[src/rtl/posit8_pkg.sv]
// Shared widths, constants and pipeline record types for the 8-bit posit (es = 0) datapath.
// The pack stage records are kept here so the top and the rounding helper agree on layout.
package posit8_pkg;

  localparam int UPOSIT_W = 19;
  localparam int FRAC_W   = 13;
  localparam int EXP_W    = 5;
  localparam int STR_W    = FRAC_W + 8;

  localparam logic [EXP_W-1:0] EXP_BIAS = 5'd14;

  localparam logic [7:0] POSIT_ZERO   = 8'h00;
  localparam logic [7:0] POSIT_NAR    = 8'h80;
  localparam logic [7:0] POSIT_MAXPOS = 8'h7F;
  localparam logic [7:0] POSIT_MINPOS = 8'h01;

  typedef struct packed {
    logic              sign;
    logic [EXP_W-1:0]  exponent;
    logic [FRAC_W-1:0] frac;
  } uposit_t;

  // run_len is the length of the run of identical regime bits (before the terminator)
  typedef struct packed {
    logic              sign;
    logic              zero;
    logic              nar;
    logic              sat_hi;
    logic              sat_lo;
    logic              reg_pos;
    logic [2:0]        run_len;
    logic [FRAC_W-1:0] frac;
  } s1_t;

  typedef struct packed {
    logic       sign;
    logic       zero;
    logic       nar;
    logic [6:0] mag;
  } s2_t;

endpackage

[src/rtl/posit8_regime_round.sv]
// Combinational middle stage: places regime and fraction into the 7-bit magnitude string,
// rounds to nearest even on the dropped bits, and clamps to minpos/maxpos.
module posit8_regime_round
  import posit8_pkg::*;
(
  input  logic              reg_pos,
  input  logic [2:0]        run_len,
  input  logic [FRAC_W-1:0] frac,
  input  logic              sat_hi,
  input  logic              sat_lo,
  output logic [6:0]        mag
);

  logic [STR_W-1:0] tail;
  logic [STR_W-1:0] fill;
  logic [STR_W-1:0] str;
  logic [6:0]       mag_raw;
  logic             guard;
  logic             sticky;
  logic             inc;
  logic [7:0]       rounded;

  // The terminator rides at the top of the tail; a positive regime back-fills ones above it
  always_comb begin
    tail    = {~reg_pos, frac, {(STR_W-1-FRAC_W){1'b0}}};
    fill    = reg_pos ? ~({STR_W{1'b1}} >> run_len) : '0;
    str     = (tail >> run_len) | fill;
    mag_raw = str[STR_W-1 -: 7];
    guard   = str[STR_W-8];
    sticky  = |str[STR_W-9:0];
    inc     = guard & (sticky | mag_raw[0]);
    rounded = {1'b0, mag_raw} + {7'b0, inc};
    if (sat_hi || rounded[7]) begin
      mag = POSIT_MAXPOS[6:0];
    end else if (sat_lo || (rounded[6:0] == 7'd0)) begin
      mag = POSIT_MINPOS[6:0];
    end else begin
      mag = rounded[6:0];
    end
  end

endmodule

[src/rtl/posit_pack_8bit.sv]
// Three-stage valid/ready pipeline packing an unpacked posit product into an 8-bit posit.
// S1 classifies the scale, S2 shifts/rounds/saturates, S3 applies sign and specials.
module posit_pack_8bit
  import posit8_pkg::*;
(
  input  logic                clk,
  input  logic                rst_n,
  input  logic                in_valid,
  output logic                in_ready,
  input  logic [UPOSIT_W-1:0] in_uposit,
  input  logic                in_zero,
  input  logic                in_nar,
  output logic                out_valid,
  input  logic                out_ready,
  output logic [7:0]          out_posit
);

  uposit_t    u;
  s1_t        s1_d, s1_q;
  s2_t        s2_d, s2_q;
  logic [7:0] out_d;
  logic [6:0] s2_mag;
  logic       v1, v2, v3;
  logic       s1_free, s2_free, s3_free;

  assign u = uposit_t'(in_uposit);

  // A stage may load when it is empty or its contents move on this same edge
  assign s3_free   = !v3 | out_ready;
  assign s2_free   = !v2 | s3_free;
  assign s1_free   = !v1 | s2_free;
  assign in_ready  = s1_free;
  assign out_valid = v3;

  // Scale k = exponent - bias; run length is k+1 for k >= 0 and -k otherwise
  always_comb begin
    s1_d         = '0;
    s1_d.sign    = u.sign;
    s1_d.zero    = in_zero;
    s1_d.nar     = in_nar;
    s1_d.sat_hi  = u.exponent > (EXP_BIAS + 5'd6);
    s1_d.sat_lo  = u.exponent < (EXP_BIAS - 5'd6);
    s1_d.reg_pos = u.exponent >= EXP_BIAS;
    s1_d.run_len = s1_d.reg_pos ? 3'(u.exponent - (EXP_BIAS - 5'd1))
                                : 3'(EXP_BIAS - u.exponent);
    s1_d.frac    = u.frac;
  end

  posit8_regime_round u_regime_round (
    .reg_pos (s1_q.reg_pos),
    .run_len (s1_q.run_len),
    .frac    (s1_q.frac),
    .sat_hi  (s1_q.sat_hi),
    .sat_lo  (s1_q.sat_lo),
    .mag     (s2_mag)
  );

  always_comb begin
    s2_d      = '0;
    s2_d.sign = s1_q.sign;
    s2_d.zero = s1_q.zero;
    s2_d.nar  = s1_q.nar;
    s2_d.mag  = s2_mag;
  end

  // NaR outranks zero; negative values are the two's complement of the magnitude byte
  always_comb begin
    out_d = {1'b0, s2_q.mag};
    if (s2_q.nar) begin
      out_d = POSIT_NAR;
    end else if (s2_q.zero) begin
      out_d = POSIT_ZERO;
    end else if (s2_q.sign) begin
      out_d = (~{1'b0, s2_q.mag}) + 8'd1;
    end
  end

  always_ff @(posedge clk or negedge rst_n) begin
    if (!rst_n) begin
      v1        <= 1'b0;
      v2        <= 1'b0;
      v3        <= 1'b0;
      s1_q      <= '0;
      s2_q      <= '0;
      out_posit <= POSIT_ZERO;
    end else begin
      if (s1_free) begin
        v1 <= in_valid;
        if (in_valid) s1_q <= s1_d;
      end
      if (s2_free) begin
        v2 <= v1;
        if (v1) s2_q <= s2_d;
      end
      if (s3_free) begin
        v3 <= v2;
        if (v2) out_posit <= out_d;
      end
    end
  end

endmodule

[config.mk]
export PLATFORM = sky130hd
export DESIGN_NAME = posit_pack_8bit
export DESIGN_NICKNAME = d
export VERILOG_FILES = /design/src/rtl/posit8_pkg.sv /design/src/rtl/posit8_regime_round.sv /design/src/rtl/posit_pack_8bit.sv
export SDC_FILE = /design/constraint.sdc
export NUM_CORES = 1
export LEC_CHECK = 0
export ABC_AREA = 1
export CAP_MARGIN = 20
export CORE_MARGIN = 1
export CORE_UTILIZATION = 40
export DETAILED_ROUTE_END_ITERATION = 8
export SETUP_SLACK_MARGIN = 0.02
export SLEW_MARGIN = 40
export SYNTH_ARGS = -nofsm -noshare
export SYNTH_HDL_FRONTEND = slang
export SYNTH_HIERARCHICAL = 1
export SYNTH_SLANG_ARGS = --single-unit
[constraint.sdc]
create_clock -name clk -period 5.6 [get_ports clk]
set_input_delay 0.56 -clock clk [delete_from_list [all_inputs] [get_ports clk]]
set_output_delay 0.56 -clock clk [all_outputs]
set_load 0.005 [all_outputs]
==> out/results.txt <==
Post-synth top area share - 40.3%
Cell count after synthesis - 378
DRC Markers - 0
Highest clock rate - 378 MHz
Clock sink total - 43
Placed Instance Area - 0.00302 mm²
Starting Density - 41.8%
CTS buffer count - 5
Detail Route Antenna Nets - 0
Worst IR Drop VDD - 188 µV
RD Place Congestion - 0.862
Iteration-0 DRC Markers - 214
Vias per std cell - 4.88
CP Capture Point - s2_q[3]
Post-synth top flop - dfrtp_1
Max cap viols - 0
Layout cells sized above 1 - 9.54%
P per Cell Area - 378 mW/mm²
Synth area leaders - dfrtp_1 40%, nand2_1 22%, nand3_1 7.1%
Final instance area - 0.00310 mm²
Hold Violations, Final - 0
Synth Register Bits - 43
Routed length per placed instance - 11.3 µm
Vias - 2372
Setup TNS - 0 ns
Hold WC Path Type - primary input to asynchronous set/reset pin
Share of flip-flops with an asynchronous set or reset - 100%
Cts repair resizes - 0
# IOs - 35
Crit start category - register
Tmin final - 2.64 ns
Final cell utilization of the core - 48.6%
Syn Area/Cell - 7.07 µm²
Status - complete, no violations
Kind of critical path - register to register
Critical Path AT - 2.81 ns
First-pass GRT wire length - 9.92 mm
Number of synthesized flops with an enable pin - 0
Synthesis-to-layout area growth - 16.2%
DP Wirelength - 4.17 mm
Synth cell count leaders - 156 x nand2_1, 43 x dfrtp_1, 38 x nand3_1
Hold_buf cts - 0
Nets - 438
Leading area contributor after synthesis - dfrtp_1
Post-Route WL - 5.51 mm
Yosys cell types - 26
Clk_lat worst skew - 0.29 ns
CTS Buffer Depth - 2
Row cnt - 29
First drt pass iteration count - 4
RR Startpoint - s1_q[13]
Top-count cell post-synth - nand2_1
R2R Setup Slk - 2.96 ns
Area of the mapped netlist - 0.00267 mm²
Clock-pin slew on the worst setup and hold paths - 0.08 ns
Finished Layout Cells - 486
Critical path launch point - s1_q[13]
Clock Tree Root - clkbuf_8
Slew margin rel. - 59.9%
Die W - 83.7 µm
Antenna diodes - 0
CP max FO - 12
Initial antenna violation count - 0
H-tree depth - 2
Max-slew violations - 0
Capture point of the worst reg-to-reg path - s2_q[3]
Reg2reg path depth - 18
Vias in the first global route - 2186
Static Leak - 1.61 nW
Pin count of the biggest net entering global routing - 44
Core area - 0.00639 mm²
Synth warnings - 6
Unrepaired setup endpoints after global routing - no
Port bufs - 34
Req. time, crit path - 5.76 ns
TritonCTS clock tree - done
Sequential cell area fraction in the yosys report - 40.3%
Setup violators final - 0
Chip height - 83.7 µm
Placed Cells - 478
GR Util All Layers - 17.3%
Final Skew - 0.00851 ns
Post-CTS setup buffer count - 0
Slew @ Worst Pin - 0.601 ns
Fill count - 664
Die ar. - 0.00701 mm²
Critical Path End Type - register
Remaining Overflow, GRT - 0
Syn nets - 408
Tcrit/Tclk final - 47.2%
cell families (layout without fill, tap and decap cells):
family / count (synthesis) / count (layout) / share of synthesized area [%]
flip-flops: 43 / 43 / 40.3
adder cells (fa/ha/maj): 5 / 5 / 2.34
AO/OA/AOI/OAI: 35 / 35 / 7.21
buffers and inverters: 47 / 78 / 8.33
AND/OR/NAND/NOR: 245 / 245 / 40.9
XOR/XNOR: 3 / 3 / 0.983
cell usage in the layout (no fill, tap or decap), drive strengths merged, types with 5 or more instances in the layout:
cell type and n:
a21oi 11, clkbuf 6, clkdlybuf4s50 33, dfrtp 43, ha 5, inv 36, nand2 164, nand3 43
nand4 6, nor2 31, o21ai 23
per-layer routing:
layer	GRT usage (%)	wire length (µm)
met4	4.16	29
met3	3.36	232
met2	26.8	2360
met5	0	0
met1	24.9	2890
worst min path at each step:
stage / from / to / slack [ns] / cells after the start
final: rst_n / s2_q[0] / 0.25 / 1
after floorplan: rst_n / out_posit[0] / 0.26 / 0
after global placement: s1_q[1] / s1_q[1] / 0.46 / 2
after CTS: rst_n / s2_q[0] / 0.27 / 1
after global routing: rst_n / s2_q[0] / 0.28 / 1
after detailed placement: out_posit[6] / out_posit[6] / 0.47 / 2
critical path, stage by stage (launching register included):
cell and delay [ns]:
dfrtp_1 0.63, inv_2 0.15, nand2_1 0.13, nand3_1 0.10, nand3_1 0.14, nand2_2 0.11
nor2_8 0.13, ha_1 0.20, nand3_2 0.10, nor2_2 0.16, nand2_1 0.06, nand2_1 0.06
nand2_1 0.07, nor2_2 0.11, nand3_2 0.08, nand3_1 0.07, nand2_1 0.05, nor2_1 0.11
a21oi_1 0.05
per-stage QoR:
| step | setup slack, ns | hold slack (ns) | power [mW] |
|---|---|---|---|
| after global placement | 3.05 | 0.462 | 0.981 |
| after floorplan | 3.44 | 0.264 | 0.840 |
| after detailed placement | 2.96 | 0.467 | 0.989 |
| after CTS | 2.95 | 0.268 | 1.19 |
| after global routing | 2.61 | 0.279 | 1.28 |
| final | 2.96 | 0.248 | 1.17 |
layout make-up:
cell class              instances  area [µm²]  share of cell area [%]
clock buffers                   6        72.6                    2.34
clock inverters                 2        12.5                   0.403
inverters                      36         135                    4.35
multi-input cells             288        1370                    44.3
flip-flops and latches         43        1080                    34.7
well taps                      77        96.3                    3.10
repair buffers                 34         338                    10.9
sequential cells by signal, indices dropped and copies added (netlist names):
name,cells
s2_q,10
out_posit,8
v1,1
s1_q,22
out_valid,1
v2,1
where the power goes:
part	total (mW)	leakage (nW)	switching [mW]	internal, mW
logic	0.504	1.05	0.298	0.206
registers	0.477	0.520	0.0819	0.395
clock network	0.193	0.0412	0.106	0.0873
Power figures use the tool's default switching activity.
